File: src/rtl/tex_spi_rom_responder_pkg.sv
// tex_spi_pkg
//   Shared constants for the texture SPI ROM responder: supported opcodes,
//   address/dummy phase lengths and the responder state encoding.
//   The dual-output read opcode is only honoured when TEX_SPI_ROM_DUAL_EN
//   is defined at build time.

package tex_spi_pkg;

    localparam logic [7:0] CMD_READ      = 8'h03;
    localparam logic [7:0] CMD_DUAL_READ = 8'h3B;
    localparam int         ADDR_BITS     = 24;
    localparam int         DUMMY_CLKS    = 8;

    // Responder states, kept as plain constants so older tools can consume them.
    localparam logic [2:0] S_IDLE   = 3'd0;
    localparam logic [2:0] S_CMD    = 3'd1;
    localparam logic [2:0] S_ADDR   = 3'd2;
    localparam logic [2:0] S_DUMMY  = 3'd3;
    localparam logic [2:0] S_DATA   = 3'd4;
    localparam logic [2:0] S_IGNORE = 3'd5;

endpackage

File: src/rtl/tex_spi_rom_responder_sync.sv
// spi_pin_sync
//   Brings the asynchronous SPI pins into the system clock domain through
//   SYNC_STAGES flops and derives single-cycle sclk edge strobes.
// Ports
//   clk, rst_n    system clock, asynchronous active-low reset
//   spi_csb       chip select pin (active low)
//   spi_sclk      SPI clock pin
//   spi_io_in     io pins [2:0]
//   sclk_rise     one-cycle strobe for a synchronised rising sclk edge
//   sclk_fall     one-cycle strobe for a synchronised falling sclk edge
//   cs_active     synchronised chip select, 1 = selected
//   io_s          synchronised io pins, aligned with the edge strobes

module spi_pin_sync #(
    parameter int SYNC_STAGES = 2
) (
    input  logic       clk,
    input  logic       rst_n,
    input  logic       spi_csb,
    input  logic       spi_sclk,
    input  logic [2:0] spi_io_in,
    output logic       sclk_rise,
    output logic       sclk_fall,
    output logic       cs_active,
    output logic [2:0] io_s
);

    logic [SYNC_STAGES-1:0]      csbSync_q;
    logic [SYNC_STAGES-1:0]      sclkSync_q;
    logic [SYNC_STAGES-1:0][2:0] ioSync_q;
    logic                        sclkPrev_q;

    // csb resets to the deselected level so reset never looks like a select.
    always_ff @(posedge clk or negedge rst_n) begin
        if (!rst_n) begin
            csbSync_q  <= '1;
            sclkSync_q <= '0;
            ioSync_q   <= '0;
            sclkPrev_q <= 1'b0;
        end else begin
            csbSync_q  <= {csbSync_q[SYNC_STAGES-2:0], spi_csb};
            sclkSync_q <= {sclkSync_q[SYNC_STAGES-2:0], spi_sclk};
            ioSync_q   <= {ioSync_q[SYNC_STAGES-2:0], spi_io_in};
            sclkPrev_q <= sclkSync_q[SYNC_STAGES-1];
        end
    end

    assign sclk_rise = sclkSync_q[SYNC_STAGES-1] & ~sclkPrev_q;
    assign sclk_fall = ~sclkSync_q[SYNC_STAGES-1] & sclkPrev_q;
    assign cs_active = ~csbSync_q[SYNC_STAGES-1];
    assign io_s      = ioSync_q[SYNC_STAGES-1];

endmodule

File: src/rtl/tex_spi_rom_responder.sv
// tex_spi_rom_responder
//   SPI flash responder (mode 0) that streams texture bytes out of a
//   synchronous ROM. Decodes opcode, 24-bit address and optional dummy
//   phase, then shifts ROM bytes out with address auto-increment (wrapping
//   modulo 2^MEM_AW) until chip select rises.
//   Build option: TEX_SPI_ROM_DUAL_EN enables the 0x3B dual-output read;
//   without it 0x3B is ignored and io[0] is never driven.
// Ports
//   clk, rst_n    system clock (>= 8x sclk), asynchronous active-low reset
//   spi_csb       chip select, active low
//   spi_sclk      SPI clock (sample rising, drive falling)
//   spi_io_in     io[0] = MOSI, io[1]/io[2] unused as inputs
//   spi_io_out    driven data, io[2] always 0
//   spi_io_oe     per-pin output enable, 1 = drive
//   mem_re        ROM read strobe, one clk per byte
//   mem_addr      ROM byte address, valid with mem_re
//   mem_rdata     ROM data, valid one clk after mem_re
//   busy          high while a transaction is being handled

module tex_spi_rom_responder
    import tex_spi_pkg::*;
#(
    parameter int MEM_AW      = 12,
    parameter int SYNC_STAGES = 2
) (
    input  logic              clk,
    input  logic              rst_n,
    input  logic              spi_csb,
    input  logic              spi_sclk,
    input  logic [2:0]        spi_io_in,
    output logic [2:0]        spi_io_out,
    output logic [2:0]        spi_io_oe,
    output logic              mem_re,
    output logic [MEM_AW-1:0] mem_addr,
    input  logic [7:0]        mem_rdata,
    output logic              busy
);

    logic       sclkRise;
    logic       sclkFall;
    logic       csActive;
    logic [2:0] ioS;

    spi_pin_sync #(.SYNC_STAGES(SYNC_STAGES)) uSync (
        .clk       (clk),
        .rst_n     (rst_n),
        .spi_csb   (spi_csb),
        .spi_sclk  (spi_sclk),
        .spi_io_in (spi_io_in),
        .sclk_rise (sclkRise),
        .sclk_fall (sclkFall),
        .cs_active (csActive),
        .io_s      (ioS)
    );

    logic [2:0]        state_q,  state_d;
    logic [4:0]        bitCnt_q, bitCnt_d;
    logic [7:0]        cmd_q,    cmd_d;
    logic [MEM_AW-1:0] addr_q,   addr_d;
    logic [7:0]        shift_q,  shift_d;
    logic              memRe_q,  memRe_d;
    logic              load_q,   load_d;
    logic              d1_q,     d1_d;
    logic              oe1_q,    oe1_d;
    logic [4:0]        lastDataBit;
    logic [7:0]        cmdNext;
`ifdef TEX_SPI_ROM_DUAL_EN
    logic              dual_q,   dual_d;
    logic              d0_q,     d0_d;
    logic              oe0_q,    oe0_d;

    assign lastDataBit = dual_q ? 5'd3 : 5'd7;
`else
    assign lastDataBit = 5'd7;
`endif

    assign cmdNext = {cmd_q[6:0], ioS[0]};

    // Next-state logic. Deselect has priority over any coincident sclk edge.
    // A ROM fetch (memRe_q) is followed one clk later by load_q, which captures
    // mem_rdata and pre-increments the address for the next fetch; a deselect
    // in between drops the load so the fetched byte is discarded.
    always_comb begin
        state_d  = state_q;
        bitCnt_d = bitCnt_q;
        cmd_d    = cmd_q;
        addr_d   = addr_q;
        shift_d  = shift_q;
        memRe_d  = 1'b0;
        load_d   = 1'b0;
        d1_d     = d1_q;
        oe1_d    = oe1_q;
`ifdef TEX_SPI_ROM_DUAL_EN
        dual_d   = dual_q;
        d0_d     = d0_q;
        oe0_d    = oe0_q;
`endif
        if (!csActive) begin
            state_d  = S_IDLE;
            bitCnt_d = '0;
            d1_d     = 1'b0;
            oe1_d    = 1'b0;
`ifdef TEX_SPI_ROM_DUAL_EN
            dual_d   = 1'b0;
            d0_d     = 1'b0;
            oe0_d    = 1'b0;
`endif
        end else begin
            load_d = memRe_q;
            if (load_q) begin
                shift_d = mem_rdata;
                addr_d  = addr_q + MEM_AW'(1);
            end
            case (state_q)
                S_IDLE: begin
                    state_d  = S_CMD;
                    bitCnt_d = '0;
                end
                S_CMD: begin
                    if (sclkRise) begin
                        cmd_d = cmdNext;
                        if (bitCnt_q == 5'd7) begin
                            bitCnt_d = '0;
                            if (cmdNext == CMD_READ) begin
                                state_d = S_ADDR;
`ifdef TEX_SPI_ROM_DUAL_EN
                                dual_d  = 1'b0;
                            end else if (cmdNext == CMD_DUAL_READ) begin
                                state_d = S_ADDR;
                                dual_d  = 1'b1;
`endif
                            end else begin
                                state_d = S_IGNORE;
                            end
                        end else begin
                            bitCnt_d = bitCnt_q + 5'd1;
                        end
                    end
                end
                S_ADDR: begin
                    // Only the low MEM_AW address bits survive; upper bits alias.
                    if (sclkRise) begin
                        addr_d = {addr_q[MEM_AW-2:0], ioS[0]};
                        if (bitCnt_q == 5'(ADDR_BITS - 1)) begin
                            bitCnt_d = '0;
                            memRe_d  = 1'b1;
`ifdef TEX_SPI_ROM_DUAL_EN
                            state_d  = dual_q ? S_DUMMY : S_DATA;
`else
                            state_d  = S_DATA;
`endif
                        end else begin
                            bitCnt_d = bitCnt_q + 5'd1;
                        end
                    end
                end
                S_DUMMY: begin
                    if (sclkRise) begin
                        if (bitCnt_q == 5'(DUMMY_CLKS - 1)) begin
                            bitCnt_d = '0;
                            state_d  = S_DATA;
                        end else begin
                            bitCnt_d = bitCnt_q + 5'd1;
                        end
                    end
                end
                S_DATA: begin
                    // Drive on falling edges; the rising edge that samples the
                    // last bit of a byte fetches the next one, which is loaded
                    // well before the following falling edge.
                    if (sclkFall) begin
`ifdef TEX_SPI_ROM_DUAL_EN
                        if (dual_q) begin
                            d1_d    = shift_q[7];
                            d0_d    = shift_q[6];
                            oe1_d   = 1'b1;
                            oe0_d   = 1'b1;
                            shift_d = {shift_q[5:0], 2'b00};
                        end else begin
                            d1_d    = shift_q[7];
                            oe1_d   = 1'b1;
                            shift_d = {shift_q[6:0], 1'b0};
                        end
`else
                        d1_d    = shift_q[7];
                        oe1_d   = 1'b1;
                        shift_d = {shift_q[6:0], 1'b0};
`endif
                    end
                    if (sclkRise) begin
                        if (bitCnt_q == lastDataBit) begin
                            bitCnt_d = '0;
                            memRe_d  = 1'b1;
                        end else begin
                            bitCnt_d = bitCnt_q + 5'd1;
                        end
                    end
                end
                default: begin
                    state_d = S_IGNORE;
                end
            endcase
        end
    end

    // State and datapath registers.
    always_ff @(posedge clk or negedge rst_n) begin
        if (!rst_n) begin
            state_q  <= S_IDLE;
            bitCnt_q <= '0;
            cmd_q    <= '0;
            addr_q   <= '0;
            shift_q  <= '0;
            memRe_q  <= 1'b0;
            load_q   <= 1'b0;
            d1_q     <= 1'b0;
            oe1_q    <= 1'b0;
        end else begin
            state_q  <= state_d;
            bitCnt_q <= bitCnt_d;
            cmd_q    <= cmd_d;
            addr_q   <= addr_d;
            shift_q  <= shift_d;
            memRe_q  <= memRe_d;
            load_q   <= load_d;
            d1_q     <= d1_d;
            oe1_q    <= oe1_d;
        end
    end

`ifdef TEX_SPI_ROM_DUAL_EN
    // Dual-read mode flag and io[0] output path.
    always_ff @(posedge clk or negedge rst_n) begin
        if (!rst_n) begin
            dual_q <= 1'b0;
            d0_q   <= 1'b0;
            oe0_q  <= 1'b0;
        end else begin
            dual_q <= dual_d;
            d0_q   <= d0_d;
            oe0_q  <= oe0_d;
        end
    end

    assign spi_io_out = {1'b0, d1_q, d0_q};
    assign spi_io_oe  = {1'b0, oe1_q, oe0_q};
`else
    assign spi_io_out = {1'b0, d1_q, 1'b0};
    assign spi_io_oe  = {1'b0, oe1_q, 1'b0};
`endif

    assign mem_re   = memRe_q;
    assign mem_addr = addr_q;
    assign busy     = (state_q != S_IDLE);

    // Byte fetches are at least one sclk apart, so never on adjacent clocks.
    assert property (@(posedge clk) disable iff (!rst_n) mem_re |=> !mem_re);

endmodule
File: config.mk
export PLATFORM = sky130hd
export DESIGN_NAME = tex_spi_rom_responder
export DESIGN_NICKNAME = d
export VERILOG_FILES = /design/src/rtl/tex_spi_rom_responder_pkg.sv /design/src/rtl/tex_spi_rom_responder_sync.sv /design/src/rtl/tex_spi_rom_responder.sv
export SDC_FILE = /design/constraint.sdc
export NUM_CORES = 1
export LEC_CHECK = 0
export ABC_AREA = 1
export CORE_MARGIN = 8
export CORE_UTILIZATION = 40
export DETAILED_ROUTE_END_ITERATION = 10
export GPL_TIMING_DRIVEN = 0
export PLACE_DENSITY_LB_ADDON = 0.25
export SLEW_MARGIN = 30
export SYNTH_ARGS = -nofsm -noshare
export SYNTH_HDL_FRONTEND = slang
export SYNTH_SLANG_ARGS = --single-unit
File: constraint.sdc
create_clock -name clk -period 1.49 [get_ports clk]
set_clock_uncertainty 0.1 [all_clocks]
set_input_delay 0.2235 -clock clk [delete_from_list [all_inputs] [get_ports clk]]
set_output_delay 0.2235 -clock clk [all_outputs]
set_load 0.05 [all_outputs]
# == Yosys cells after proc, flatten, opt, wreduce, memory -nomap -nowiden ==
# Index checks and enable logic that the tools add are counted.
# W data, S select, Z words.
# classes
addsub,2
eq_ne,15
mux,34
n_bitwise,5
n_reduce_logical,10
# op_table
op,count
$mux W12,3
$mux W5,5
$mux W3,8
$mux W8,3
$ne A3 B2 Y1 const B,6
$pmux W3 S5,1
$pmux W5 S3,1
$add A12 B1 Y12 const B,1
$mux W1,12
$eq A8 B2 Y1 const B,1
$reduce_and A7 Y1,1
$eq A3 B2 Y1 const B,2
$reduce_and A3 Y1,2
$add A5 B1 Y5 const B,1
$eq A5 B3 Y1 const B,1
$eq A5 B5 Y1 const B,1
$reduce_bool A2 Y1,2
$reduce_bool A4 Y1,1
$eq A3 B1 Y1 const B,1
$eq A3 B3 Y1 const B,1
$logic_not A3 Y1,1
$ne A3 B1 Y1 const B,1
$not A1 Y1,3
$reduce_bool A3 Y1,1
5 further kinds,6
# word_totals
ff_bits,46
output_inout_bits,20

# == Logic depth before layout (Yosys ltp) ==
# Gate-level depths: netlist (run 1).
# logic_depth
ltp_word,6
depth_mapped,9
depth_no_buf,9

# == Cells and area by module ==
# Synthesis (run 1) repeated with hierarchy kept, for this count alone.
# hier_totals
cells_unflattened,345
area_unflattened_um2,2672.6
# by_module_without_submodules
mod,n_inst,cells_each,area_per_inst_um2,seq_area_each_um2
tex_spi_rom_responder,1,326,2353.5,975.9
spi_pin_sync,1,19,319.1,277.8

# == Worst setup path after synthesis (run 1) ==
# OpenSTA, ideal clock, no wires.
# synth_timing
path_type,reg-to-reg
start,"reg addr_q[0], in the netlist mem_addr[0]"
end,"reg addr_q[10], in the netlist mem_addr[10]"
setup_ns,0.118
arrival_ns,1.614
t_required_ns,1.272
setup_slack_ns,-0.342
path_stages_with_launch,9
n_path_buf,0
period_less_slack_ns,1.832
cell_sequence,dfrtp_1 -> ha_1 -> nand3_1 -> nor2_1 -> nand3_1 -> nand2_1 -> nand3_1 -> nand2_1 -> nand2_1
# synth_via
elab_chain_cells,4
# synth_rtl
item,line,source
"start, declared",tex_spi_rom_responder.sv:59,"logic [MEM_AW-1:0] addr_q, addr_d;"
"start signal, assigned",tex_spi_rom_responder.sv:222,addr_q <= addr_d;
$add A12 B1 Y12 *,tex_spi_rom_responder.sv:112,addr_d = addr_q + MEM_AW'(1);
$mux W12 *,tex_spi_rom_responder.sv:110,if (load_q) begin
$mux W12,tex_spi_rom_responder.sv:142,if (sclkRise) begin
$mux W12 *,tex_spi_rom_responder.sv:114,case (state_q)
# Every way passes the cells marked *; elsewhere a longest branch is shown, timed or not.
# A chain may end at the register's enable or synchronous reset.

# == Worst setup path after layout (run 1) ==
# layout_timing
start,reg state_q[0]
end,out busy
# layout_via
elab_chain_cells,1
# layout_rtl
item,line,source
"start, declared",tex_spi_rom_responder.sv:56,"logic [2:0] state_q, state_d;"
"start signal, assigned",tex_spi_rom_responder.sv:219,state_q <= state_d;
$reduce_bool A3 Y1,tex_spi_rom_responder.sv:254,assign busy = (state_q != S_IDLE);
"end, declared",tex_spi_rom_responder.sv:36,output logic busy
# No other way between the ends.

==> flow_metrics.py, run 1 <==
metrics = {
    "detailed_routing": {
        "drt_iter0_drc": 127,
        "wl_per_cell_um": 13.1,
        "drc": 0,
        "routed_wl_mm": 6.27,
        "vias_per_cell": 4.97,
        "antenna_left": 0,
        "dr_total_vias": 2382,
        "dr.pass1.iters": 4,
    },
    "setup_path": {
        "timing.rr.start": "state_q[0]",
        "arrival_ns": 1.24,
        "cp.required_ns": 1.17,
        "worstSetupPathType": "reg -> out",
        "startpoint": "state_q[0]",
        "setup.worst_path.start_class": "flop",
        "cp_max_fo": 5,
        "end_kind": "output pin",
    },
    "clock_network": {
        "clock-sinks": 46,
        "clk_pin_slew_ns": 0.09,
        "cts-root-buf": "clkbuf_8",
        "cts_buffers": 5,
        "cts_max_path_buffers": 2,
        "cts_tree": "yes",
        "clock_latency_ns": 0.31,
        "htreeDepth": 2,
    },
    "pwr": {
        "leakagePower_nw": 1.67,
        "peakVddDrop_v": 0.000594,
        "seq_power_share": 0.399,
        "p_per_area_nw_per_um2": 1240,
        "power_w": 0.00426,
        "internal-power_w": 0.00259,
        "clockPowerShare": 0.226,
        "combPwrFrac": 0.374,
        "sw_frac_of_total": 0.390,
        "p_switching_w": 0.00166,
    },
    "timing": {
        "finalCriticalPeriod_ns": 1.56,
        "timing.fmax_ghz": 0.640,
        "drv_slew": 0,
        "hold-worst-slack_ns": 0.217,
        "hold_viol_final": 0,
        "fin_ws_ns": -0.0729,
        "tightest_slew_ns": 0.581,
        "rsz0062_at_grt": "yes",
        "finalCritPeriodShare": 1.05,
        "setup_viol_count_final": 4,
        "max_slew_margin": 0.613,
    },
    "synth": {
        "yosysWarningCount": 0,
        "postSynthAreaPerCell_um2": 7.35,
        "synth-async-reset-ratio": 1.00,
        "yosysTopAreaCell": "dfrtp_1",
        "synth-main-ff-cell": "dfrtp_1",
        "seq_area_frac_synth": 0.459,
        "synthCells": 342,
        "syn-cell-area_um2": 2510,
        "ys_top_cells_by_area": "dfrtp_1, nand2_1, inv_1",
        "ys_seq_elements": 46,
        "synth.distinct_cells": 26,
        "synth_top_cell_area_share": 0.438,
        "synth_edf_count": 0,
    },
    "placed_design": {
        "port-buffer-count": 28,
        "dp_hpwl_mm": 3.89,
        "place_inst": 450,
        "routabilityCongestion": 0.885,
    },
    "floorplan": {
        "rows": 29,
        "core_um2": 6200,
        "die_height_um": 95.3,
        "start_util": 0.405,
        "die_area_um2": 9080,
        "ios": 35,
        "fp.dieW_um": 95.3,
    },
    "global_route": {
        "grt_max_degree": 47,
        "track_usage": 0.135,
        "grt_pass1_wl_mm": 9.77,
        "globalRouteOverflowTotal": 0,
        "antenna_found_initial": 0,
        "grt_pass1_vias": 2122,
    },
    "final_layout": {
        "final_common_cell": "nand2_1",
        "area_delta_synth_final_pct": 36.1,
        "fillers": 573,
        "final_cell_mix": "nand2_1, inv_1, dfrtp_1",
        "fin_cells": 479,
        "diodes": 0,
        "fin_nets": 418,
        "drive_above_1_share": 0.286,
    },
    "status": {
        "violations": "setup timing",
        "status": "finished with violations",
    },
    "min_path": {
        "hold_class": "in -> reg",
        "holdCritStartpoint": "spi_csb",
    },
    "run": {
        "cap_violations": 0,
    },
}
-- path summary, 6_finish.rpt --
check | end | slack, ns | depth (start not counted)
worst min register to register | uSync.sclkSync_q[1] | 0.25 | 0
worst min-delay path | uSync.csbSync_q[0] | 0.22 | 1
worst max-delay path | busy | -0.07 | 3
max in group asynchronous | mem_addr[4] | 0.51 | 2
min in group asynchronous | cmd_q[3] | 0.36 | 2
worst max register to register | mem_addr[1] | -0.03 | 7
-- through the flow --
step | setup WS, ns | TNS [ns] | area, um^2 | utilization
after floorplan | 0.00245 | 0 | 2560 | -
after global placement | -1.40 | -58.48 | 2940 | 0.473
after detailed placement | -0.341 | -2.29 | 2940 | 0.473
after CTS | -0.0785 | -0.201 | 3110 | 0.501
after global routing | -0.118 | -1.29 | 3420 | 0.552
final | -0.0729 | -0.138 | 3420 | 0.552
-- area by class of cell --
| cell class | instances | area [um^2] | area share |
|---|---|---|---|
| multi-input combinational | 237 | 1310 | 0.384 |
| timing repair buffer | 49 | 440 | 0.129 |
| buffer | 15 | 114 | 0.0333 |
| sequential | 46 | 1160 | 0.340 |
| tap | 77 | 96.3 | 0.0282 |
| clock inverter | 3 | 43.8 | 0.0128 |
| clock buffer | 5 | 68.8 | 0.0201 |
| inverter | 47 | 181 | 0.0530 |
-- flip-flops by register name, summed over array words and instances, names as in the netlist --
name / cells
bitCnt_q: 5
cmd_q: 7
d1_q: 1
load_q: 1
mem_addr: 12
mem_re: 1
oe1_q: 1
shift_q: 8
state_q: 3
uSync.csbSync_q: 2
uSync.ioSync_q: 1
uSync.io_s: 1
uSync.sclkPrev_q: 1
uSync.sclkSync_q: 2
-- cells in the mapped netlist (6+ instances only) --
master / instances
a21oi_1: 10
buf_4: 7
dfrtp_1: 44
inv_1: 43
nand2_1: 100
nand3_1: 29
nand4_1: 6
nor2_1: 30
o21ai_0: 24
o21ai_1: 12
o221ai_1: 6
-- cells by family after synthesis --
family / synth area share
and+or+nand+nor: 0.295
buffers and inverters: 0.104
AOI/OAI and AO/OA: 0.124
DFF: 0.459
xor gates and xnor gates: 0.00697
adders and majority gates: 0.00995
other: 0.00149
-- routing by layer --
| metal | part of all wire | routed length, um | global-route usage | up-vias |
|---|---|---|---|---|
| met5 | 0 | 0 | 0 | - |
| met4 | 0.0062 | 39 | 0.0455 | 0 |
| met3 | 0.046 | 286 | 0.0339 | 4 |
| met2 | 0.51 | 3210 | 0.218 | 48 |
| met1 | 0.44 | 2740 | 0.171 | 1123 |
| li1 | - | - | - | 1207 |
-- critical path: stages, from the launching register on --
cell and delay, ns:
dfrtp_2 0.49, nor2_4 0.19, nand2_4 0.10, buf_8 0.16
-- timing repair --
action                                  CTS  global route
cloned                                    0             1
pin swaps                                 1            19
hold endpoints to repair                 44             0
buffers inserted                          4            15
gates resized for setup                  69            80
hold buffers                              1             0
endpoints found under the setup margin   45            44
-- power by group through the flow --
stage	logic [W]	clock network, W	registers (W)
final	0.00159	0.000964	0.00170
after floorplan	0.000784	0	0.00183
after CTS	0.00133	0.000988	0.00167
after detailed placement	0.00129	0	0.00170
after global placement	0.00128	0	0.00169
after global routing	0.00174	0.00103	0.00173
(Power assumes the default switching activity.)
==> run 2: changes to the inputs <==
--- a/config.mk
+++ b/config.mk
@@ -10,7 +10,6 @@
 export CORE_UTILIZATION = 40
 export DETAILED_ROUTE_END_ITERATION = 10
 export GPL_TIMING_DRIVEN = 0
-export PLACE_DENSITY_LB_ADDON = 0.25
 export SLEW_MARGIN = 30
 export SYNTH_ARGS = -nofsm -noshare
 export SYNTH_HDL_FRONTEND = slang
==> run 2 against run 1 <==
Effect of this change:
- the run still ends with setup timing left
- sequential cell count stayed put
- final cell count fell by 0.21%
- setup slack improved by 0.054 ns
- critical path type unchanged
==> flow_metrics.py, run 2 (same netlist as run 1, synthesis figures left out) <==
metrics = {
    "timing": {
        "timing.fmax_ghz": 0.663,
        "finalCriticalPeriod_ns": 1.51,
        "rsz0062_at_grt": "yes",
        "tns_ns": -0.0448,
        "max_slew_margin": 0.613,
        "fin_ws_ns": -0.0188,
        "hold_viol_final": 0,
        "tightest_slew_ns": 0.581,
        "drv_slew": 0,
        "finalCritPeriodShare": 1.01,
        "setup_viol_count_final": 3,
    },
    "clock_network": {
        "clock-sinks": 46,
        "cts_buffers": 5,
        "htreeDepth": 2,
        "clock_latency_ns": 0.30,
        "cts_tree": "yes",
        "clk_pin_slew_ns": 0.09,
        "cts_max_path_buffers": 2,
        "cts-root-buf": "clkbuf_8",
    },
    "floorplan": {
        "fp.dieW_um": 95.3,
        "die_area_um2": 9080,
        "ios": 35,
        "core_um2": 6200,
        "die_height_um": 95.3,
        "rows": 29,
        "start_util": 0.405,
    },
    "final_layout": {
        "drive_above_1_share": 0.252,
        "diodes": 0,
        "fin_cells": 478,
        "post-route-util": 0.528,
        "largest_reg_flops": 12,
        "final_cell_mix": "nand2_1, inv_1, dfrtp_1",
        "final_common_cell": "nand2_1",
        "area_delta_synth_final_pct": 30.2,
        "fin_nets": 417,
    },
    "status": {
        "violations": "setup timing",
        "status": "finished with violations",
    },
    "min_path": {
        "hold_class": "in -> reg",
    },
    "run": {
        "cap_violations": 0,
    },
    "setup_path": {
        "reg2reg_slack_ns": -0.02,
        "arrival_ns": 1.19,
        "endpoint": "busy",
        "cpPeakStageDelay_ns": 0.48,
        "r2r_cells": 7,
        "end_kind": "output pin",
        "setup.worst_path.start_class": "flop",
        "timing.rr.start": "state_q[1]",
        "crit_slowest_cell": "dfrtp_2",
        "worstSetupPathType": "reg -> out",
        "cp.required_ns": 1.17,
        "crit_chain": "nor2_4, nand2_4, buf_8",
        "startpoint": "state_q[1]",
        "r2r_end": "state_q[0]",
        "cp_max_fo": 5,
    },
    "pwr": {
        "peakVddDrop_v": 0.000602,
        "leakagePower_nw": 1.60,
        "p_per_area_nw_per_um2": 1220,
    },
    "detailed_routing": {
        "drc": 0,
        "drt_iter0_drc": 111,
        "vias_per_cell": 4.92,
        "antenna_left": 0,
        "routed_wl_mm": 6.18,
        "dr.pass1.iters": 4,
        "wl_per_cell_um": 12.9,
        "dr_total_vias": 2353,
    },
    "global_route": {
        "globalRouteOverflowTotal": 0,
        "grt_pass1_vias": 2170,
        "track_usage": 0.139,
        "grt_max_degree": 47,
        "antenna_found_initial": 0,
        "grt_pass1_wl_mm": 10.0,
    },
    "placed_design": {
        "dp_hpwl_mm": 4.13,
        "routabilityCongestion": 0.881,
        "place_inst": 450,
        "port-buffer-count": 28,
    },
}
## run 2: how the worst min path moves through the flow
| stage | start | to | slack [ns] | cells after the start |
|---|---|---|---|---|
| floorplan | rst_n | bitCnt_q[0] | -0.17 | 0 |
| global placement | uSync.ioSync_q[0] | uSync.io_s[0] | 0.23 | 0 |
| detailed placement | rst_n | cmd_q[3] | 0.17 | 1 |
| CTS | spi_csb | uSync.csbSync_q[0] | 0.21 | 1 |
| global route | spi_csb | uSync.csbSync_q[0] | 0.22 | 1 |
| finish | spi_csb | uSync.csbSync_q[0] | 0.22 | 1 |
## run 2: area by class of cell
| cell class | instances | area, um^2 |
|---|---|---|
| fillers | 584 | 2930 |
| multi-input cells | 237 | 1240 |
| flip-flops and latches | 46 | 1160 |
| repair buffers | 48 | 405 |
| inverters | 47 | 179 |
| plain buffers | 15 | 106 |
| well taps | 77 | 96.3 |
| clock buffers | 6 | 72.6 |
| clock inverters | 2 | 13.8 |
## run 2: power by group
part,internal (W),switching [W],total (W)
logic,0.000577,0.000968,0.00155
registers,0.00149,0.000181,0.00168
clock network,0.000332,0.000438,0.000770
## run 2: per-stage QoR
stage / instance area, um^2 / power, W / setup slack [ns] / hold slack (ns)
after floorplan: 2560 / 0.00262 / 0.00245 / -0.172
after global placement: 2940 / 0.00297 / -1.42 / 0.233
after detailed placement: 2940 / 0.00300 / -0.338 / 0.174
after CTS: 3130 / 0.00388 / -0.0345 / 0.206
after global routing: 3270 / 0.00427 / -0.107 / 0.217
final: 3270 / 0.00399 / -0.0188 / 0.221
## run 2: worst max-delay path, delay by kind of cell, from the launching register on
family | cells | cell delay (ns)
simple gates | 2 | 0.24
buf+inv | 1 | 0.16
flops | 1 | 0.48
## run 2: metal layers
metal	share of wire	up-vias	global-route usage	wire length [um]
li1	-	1208	-	-
met1	0.45	1096	0.175	2810
met2	0.49	45	0.220	3010
met3	0.048	4	0.0370	299
met4	0.0099	0	0.0611	61
met5	0	-	0	0
## run 2: timing repair
action / CTS / global route
setup endpoints to repair: 50 / 42
hold endpoints to repair: 44 / 0
gates resized for setup: 83 / 41
hold buffers: 1 / 0
pin swaps: 3 / 13
cloned: 0 / 1
buffers inserted: 6 / 12
